**src/rtl/flop_stage_rr_arbiter_if.sv**
```systemverilog
// Handshake bundle between NUM_REQ requesters, the shared flop stage and its consumer.
// slave = arbiter side, master = requester/consumer side.
interface flop_stage_rr_arbiter_if #(
  parameter int NUM_REQ = 4,
  parameter int DATA_W  = 32,
  parameter int SRC_W   = 2
);
  logic [NUM_REQ-1:0]             req_valid;
  logic [NUM_REQ-1:0][DATA_W-1:0] req_data;
  logic [NUM_REQ-1:0]             req_ready;
  logic                           out_valid;
  logic [DATA_W-1:0]              out_data;
  logic [SRC_W-1:0]               out_src;
  logic                           out_ready;
  logic                           busy;

  modport slave (
    input  req_valid, req_data, out_ready,
    output req_ready, out_valid, out_data, out_src, busy
  );

  modport master (
    output req_valid, req_data, out_ready,
    input  req_ready, out_valid, out_data, out_src, busy
  );
endinterface

```
**src/rtl/flop_stage_rr_arbiter.sv**
```systemverilog
// Round-robin arbiter feeding one registered pipeline stage; output fully registered.
// Optional per-requester grant counters enabled by RR_GRANT_COUNT_EN.
`ifdef RR_GRANT_COUNT_EN
module rr_grant_ctr (
  input  logic        clk,
  input  logic        rst_n,
  input  logic        clr,
  input  logic        inc,
  output logic [15:0] cnt
);
  always_ff @(posedge clk) begin
    if (!rst_n)   cnt <= '0;
    else if (clr) cnt <= '0;
    else if (inc) cnt <= cnt + 16'd1;
  end
endmodule
`endif

module flop_stage_rr_arbiter #(
  parameter int NUM_REQ = 4,
  parameter int DATA_W  = 32,
  parameter int SRC_W   = 2
) (
  input  logic                        clk,
  input  logic                        rst_n,
`ifdef RR_GRANT_COUNT_EN
  input  logic                        cnt_clr,
  output logic [NUM_REQ-1:0][15:0]    grant_cnt,
`endif
  flop_stage_rr_arbiter_if.slave      bus
);
  typedef enum logic {EMPTY = 1'b0, FULL = 1'b1} state_t;

  state_t             state;
  logic [SRC_W-1:0]   rr_ptr;
  logic [SRC_W-1:0]   win;
  logic               found;
  logic               can_load;
  logic               load;
  logic [NUM_REQ-1:0] grant_vec;

  // Rotating priority search starting at rr_ptr, wrapping at NUM_REQ.
  always_comb begin
    int j;
    logic [SRC_W-1:0] idx;
    found = 1'b0;
    win   = '0;
    j     = 0;
    idx   = '0;
    for (int k = 0; k < NUM_REQ; k++) begin
      j = int'(rr_ptr) + k;
      if (j >= NUM_REQ) j = j - NUM_REQ;
      idx = SRC_W'(j);
      if (!found && bus.req_valid[idx]) begin
        found = 1'b1;
        win   = idx;
      end
    end
  end

  assign can_load      = (state == EMPTY) | bus.out_ready;
  assign grant_vec     = found ? (NUM_REQ'(1) << win) : '0;
  assign bus.req_ready = (rst_n && can_load) ? grant_vec : '0;
  assign load          = |(bus.req_valid & bus.req_ready);
  assign bus.out_valid = (state == FULL);
  assign bus.busy      = bus.out_valid | (|bus.req_valid);

  always_ff @(posedge clk) begin
    if (!rst_n) begin
      state        <= EMPTY;
      bus.out_data <= '0;
      bus.out_src  <= '0;
      rr_ptr       <= '0;
    end else begin
      case (state)
        EMPTY: if (load) state <= FULL;
        FULL:  if (bus.out_ready && !load) state <= EMPTY;
        default: state <= EMPTY;
      endcase
      // A load in the drain cycle overwrites the departing payload: no bubble.
      if (load) begin
        bus.out_data <= bus.req_data[win];
        bus.out_src  <= win;
        rr_ptr       <= (win == SRC_W'(NUM_REQ - 1)) ? '0 : win + 1'b1;
      end
    end
  end

`ifdef RR_GRANT_COUNT_EN
  for (genvar i = 0; i < NUM_REQ; i++) begin : g_ctr
    rr_grant_ctr u_ctr (
      .clk   (clk),
      .rst_n (rst_n),
      .clr   (cnt_clr),
      .inc   (bus.req_valid[i] & bus.req_ready[i]),
      .cnt   (grant_cnt[i])
    );
  end
`endif
endmodule

```
**src/flat_wrapper.sv**
```systemverilog
// flat-port wrapper written by rule: the top's interface ports become plain ports
module flop_stage_rr_arbiter_flat 
#(
  parameter int NUM_REQ = 4,
  parameter int DATA_W  = 32,
  parameter int SRC_W   = 2
)
  (clk, rst_n, bus_req_valid, bus_req_data, bus_out_ready, bus_req_ready, bus_out_valid, bus_out_data, bus_out_src, bus_busy);
  flop_stage_rr_arbiter_if #(.NUM_REQ(NUM_REQ), .DATA_W(DATA_W), .SRC_W(SRC_W)) bus_i ();
  input  logic clk;
  input  logic rst_n;
  input wire logic [$bits(bus_i.req_valid)-1:0] bus_req_valid;
  input wire logic [$bits(bus_i.req_data)-1:0] bus_req_data;
  input wire logic [$bits(bus_i.out_ready)-1:0] bus_out_ready;
  output wire logic [$bits(bus_i.req_ready)-1:0] bus_req_ready;
  output wire logic [$bits(bus_i.out_valid)-1:0] bus_out_valid;
  output wire logic [$bits(bus_i.out_data)-1:0] bus_out_data;
  output wire logic [$bits(bus_i.out_src)-1:0] bus_out_src;
  output wire logic [$bits(bus_i.busy)-1:0] bus_busy;
  assign bus_i.req_valid = bus_req_valid;
  assign bus_i.req_data = bus_req_data;
  assign bus_i.out_ready = bus_out_ready;
  assign bus_req_ready = bus_i.req_ready;
  assign bus_out_valid = bus_i.out_valid;
  assign bus_out_data = bus_i.out_data;
  assign bus_out_src = bus_i.out_src;
  assign bus_busy = bus_i.busy;
  flop_stage_rr_arbiter #(.NUM_REQ(NUM_REQ), .DATA_W(DATA_W), .SRC_W(SRC_W)) u_core (.clk(clk), .rst_n(rst_n), .bus(bus_i));
endmodule
```
**config.mk**
```make
export PLATFORM = sky130hd
export DESIGN_NAME = flop_stage_rr_arbiter_flat
export DESIGN_NICKNAME = d
export VERILOG_FILES = /design/src/rtl/flop_stage_rr_arbiter_if.sv /design/src/rtl/flop_stage_rr_arbiter.sv /design/src/flat_wrapper.sv
export SDC_FILE = /design/constraint.sdc
export NUM_CORES = 1
export LEC_CHECK = 0
export ABC_AREA = 1
export CELL_PAD_IN_SITES_DETAIL_PLACEMENT = 1
export CELL_PAD_IN_SITES_GLOBAL_PLACEMENT = 2
export CORE_ASPECT_RATIO = 1.2
export CORE_MARGIN = 2
export CORE_UTILIZATION = 19
export CTS_CLUSTER_DIAMETER = 60
export DETAILED_ROUTE_END_ITERATION = 6
export PLACE_DENSITY = 0.88
export SLEW_MARGIN = 20
export SYNTH_ARGS = -nofsm -noshare
export SYNTH_HDL_FRONTEND = slang
export SYNTH_SLANG_ARGS = --single-unit
```
**constraint.sdc**
```tcl
create_clock -name clk -period 9.1 [get_ports clk]
set_input_delay 2.73 -clock clk [delete_from_list [all_inputs] [get_ports clk]]
set_output_delay 2.73 -clock clk [all_outputs]
set_load 0.03 [all_outputs]
```
==> results by stage <==
Timing:
- Subtracting the final worst setup slack from the clock period gives 8.10 ns.
- Hold timing on the final database bottoms out at a slack of 0.472 ns.
- The max-slew violation total from the final report is 0.
- The relative slew slack is 0.464.
- The final worst-path cycle share is 0.891.
- Setup violations remaining at the end of the flow were counted as 0.
- The largest clock skew in the final design is about 0.0045 ns.
- The number of failing hold endpoints at the final stage came to 0.
- Timing would allow up to 0.123 GHz.
- At the pin with the least slew margin, the transition time is approximately 0.8 ns.
- In the final timing run, aggregate negative setup slack is 0 ns.
- Setup repair after global routing left no endpoint under its margin.

Yosys:
- Of all flip-flops after synthesis, the portion carrying an async set or reset was 0.
- The share of the synthesized area in the top cell type is 0.299.
- By count the netlist is led by sky130_fd_sc_hd__nand2_1, sky130_fd_sc_hd__inv_1, sky130_fd_sc_hd__nor2_1.
- For this run, the register share of the synthesized area comes to 0.239.
- In this run, synthesis produced a sequential element count of 37.
- The number of distinct library cells after synthesis is 25.
- Counting flops with a built-in enable in the synthesized netlist gives 0.
- The total standard cell area after synthesis is between 3000 and 4000 um^2.
- The number of nets handed over by synthesis was 717.
- The per-instance average area after synthesis is 5.34 um^2.
- The most frequently used cell type in the post-synthesis netlist is sky130_fd_sc_hd__nand2_1.
- sky130_fd_sc_hd__nand2_1 takes more of the synthesized area than any other cell.
- In the post-synthesis netlist, the biggest area contributors are sky130_fd_sc_hd__nand2_1, sky130_fd_sc_hd__dfxtp_1, sky130_fd_sc_hd__inv_1, sky130_fd_sc_hd__nor2_1, sky130_fd_sc_hd__nand3_1.
- For this run, the leading register cell type out of synthesis is sky130_fd_sc_hd__dfxtp_1.
- The number of warnings issued by yosys is 0.
- The cell count after synthesis is 581.

GRT:
- The number of antenna violations at the first check in global routing is 0.
- For this run, the total global-route usage over all layers was measured as 0.140.
- The first global-routing pass estimated 19300 um of wire.
- The global route total overflow is 0.
- The pin count of the biggest net entering global routing is 65.
- The via count of the first global-routing pass is 3924.

Clocking:
- Buffers added to address setup during post-CTS repair amount to 0.
- Once the clock tree was built, the resizer swapped 0 gates to a different size.
- After clock tree synthesis, the clock-pin slew on the worst setup and hold paths is roughly 0.060 ns.
- The level count of the clock H-tree is 2.
- The TritonCTS clock tree is built.
- The clock root buffer master is sky130_fd_sc_hd__clkbuf_16.
- The number of clock buffers added by TritonCTS is 5.
- The total number of clock tree sinks is 37.
- For this design, the CTS-stage hold fixing added 0 buffers.
- The later pin in the worst-skew pair is clocked with a latency of 0.28 ns.
- The maximum clock path buffer count is 2.

Worst setup path:
- Traced cell by cell, the critical path runs through clkdlybuf4s50_1 > inv_2 > nand2_1 > nand3_1 > nand2_1 > inv_2 > nand3_2 > nand3_2 > inv_2 > buf_4 > ha_1 > nand2_1 > nor2_1 > buf_4.
- The count of buffer and inverter cells on the critical path is 6.
- The kind of end point of the critical path is a primary output.
- The critical path in this run is classified as input port to primary output.
- The kind of start point of the critical path is an input port.
- The kind of cell with the highest combined delay on the critical path is buffers and inverters.
- Data on the critical path arrives at its endpoint at 5.37 ns.
- The worst-path maximum fanout is between 50 and 60.
- The delay contributed by the slowest stage of the critical path is roughly 0.53 ns.
- The critical path required time is 6.37 ns.
- The slowest stage of the critical path belongs to the cell sky130_fd_sc_hd__clkdlybuf4s50_1.

Die:
- The die is 144 um tall.
- roughly 180 I/O pins were placed.
- From left edge to right edge, the die measures 121 um.
- The row count is 51.
- The core region is 16100 um^2.
- The initial utilization of the core area, before any placement, comes to 0.193.
- The floorplan die area is 17400 um^2.

Pwr:
- Of the total power, registers draw 0.163.
- The worst-case IR drop observed on VDD is between 0.00015 and 0.0002 V.
- The static leakage is 2.57 nW.
- The net switching component of the power is 0.000859 W.
- Cell internal power was estimated by the tool at between 0.0007 and 0.0008 W.
- The power per standard cell area is roughly 310 nW/um^2.
- The share of total power in combinational logic is 0.730.
- Of the total power, the clock network draws 0.107.
- Of the total power, the share spent switching nets is 0.544.

Routing:
- In this run, the number of DRC markers left after iteration 0 of detailed routing was 135.
- Dividing the detail-routed wire length by the instance count gives about 13 um.
- The detail route stage leaves a number of antenna-violating nets equal to 0.
- The length of the first detailed-routing pass in iterations is 4.
- The wire length after detailed routing is 12300 um.
- The total via count after detailed routing is 3848.
- The residual DRC count is 0.
- The detail-routed via count per cell is 4.07.

Run status:
- The run finished with clean final reports.

Layout:
- The repair_antennas step left the layout with diodes totalling 0.
- Fill cells in the final layout number 2094.
- The area used by multi-input combinational logic is around 1800 um^2.
- The number of nets in the final layout is 869.
- The area taken by flip-flops and latches is between 700 and 800 um^2.
- The share of layout cells above drive strength 1 is 0.0477.
- Relative to the synthesized area, the layout overhead comes to 63.2%.

Min path:
- The min-delay analysis places its worst path in the category flop to flop.

Job:
- The max-capacitance violation count is 0.

Placement:
- The congestion estimate from routability-driven global placement came to around 0.82.
- The count of input and output buffers is between 150 and 200.
- The wire-length estimate of the detail-placed layout is just over 9000 um.
## worst register-to-register path, stage by stage (launching register included)
cell and delay, ns:
sky130_fd_sc_hd__dfxtp_1 0.60, sky130_fd_sc_hd__inv_2 0.21, sky130_fd_sc_hd__nand2_1 0.15, sky130_fd_sc_hd__nand3_1 0.11
sky130_fd_sc_hd__nand2_1 0.12, sky130_fd_sc_hd__inv_2 0.05, sky130_fd_sc_hd__nand3_2 0.25, sky130_fd_sc_hd__nand3_2 0.16
sky130_fd_sc_hd__inv_2 0.09, sky130_fd_sc_hd__buf_4 0.45, sky130_fd_sc_hd__ha_1 0.28, sky130_fd_sc_hd__nand2_1 0.06
sky130_fd_sc_hd__nor2_1 0.20, sky130_fd_sc_hd__nand2_1 0.10, sky130_fd_sc_hd__nand3_2 0.08, sky130_fd_sc_hd__buf_4 0.45
sky130_fd_sc_hd__inv_4 0.24, sky130_fd_sc_hd__nor2_1 0.17, sky130_fd_sc_hd__nor2_1 0.05
## logic make-up after synthesis
| logic type | Yosys count | synth area share |
|---|---|---|
| and+or+nand+nor | 392 | 0.528 |
| buffers and inverters | 118 | 0.172 |
| DFF | 37 | 0.239 |
| AOI/OAI and AO/OA | 33 | 0.0569 |
| adders and majority gates | 1 | 0.00403 |
## power by group through the flow
stage / logic [W] / registers (W) / clock network (W)
floorplan: 0.000760 / 0.000359 / 0
global placement: 0.00118 / 0.000259 / 0
detailed placement: 0.00119 / 0.000262 / 0
CTS: 0.00119 / 0.000259 / 0.000177
global route: 0.00131 / 0.000266 / 0.000187
finish: 0.00115 / 0.000258 / 0.000170
## registers in the layout, indices dropped and copies added (netlist names)
name and cells:
u_core.bus.out_valid 1, u_core.rr_ptr 2, u_core.bus.out_src 2, u_core.bus.out_data 32
## cells in the final DEF, fill, tap and decap left out, drive strengths merged, types with 5 or more instances in the layout
master         Yosys  final
nand2            251    251
clkdlybuf4s50      0    172
inv               85     85
nor2              72     72
nand3             49     49
dfxtp             37     37
o21ai             30     30
nand4             17     17
buf               26      6
clkbuf             7      5
## final timing paths
path	startpoint	to	slack [ns]	depth (start not counted)
setup / recovery	bus_req_valid[3]	bus_req_ready[3]	1.0	14
hold reg to reg	u_core.bus.out_src[1]	u_core.bus.out_src[1]	0.47	2
hold / removal	u_core.bus.out_src[1]	u_core.bus.out_src[1]	0.47	2
setup reg to reg	u_core.rr_ptr[0]	u_core.bus.out_data[20]	5.18	18
## metrics by stage
stage	power, W	setup slack (ns)	utilization	std cells	instance area, um^2
after floorplan	0.00112	2.06	-	581	3100
after global routing	0.00177	0.690	0.315	946	5060
after CTS	0.00163	0.962	0.315	946	5060
after global placement	0.00144	1.02	0.306	938	4920
after detailed placement	0.00145	0.979	0.306	938	4920
final	0.00158	0.996	0.315	946	5060
## area by class of cell
cell class                      count  area share
Sequential cell                    37       0.146
Inverter                           85      0.0635
Clock buffer                        5      0.0247
Timing Repair Buffer              178       0.349
Clock inverter                      3     0.00346
Tap cell                          212      0.0524
Multi-Input combinational cell    426       0.361
## routing by layer
metal,part of all wire,track usage,vias up
met4,0.014,0.0343,0
met3,0.055,0.0317,9
met1,0.43,0.158,1692
li1,-,-,2050
met2,0.50,0.263,97
met5,0,0,-
Power figures use the tool's default switching activity.
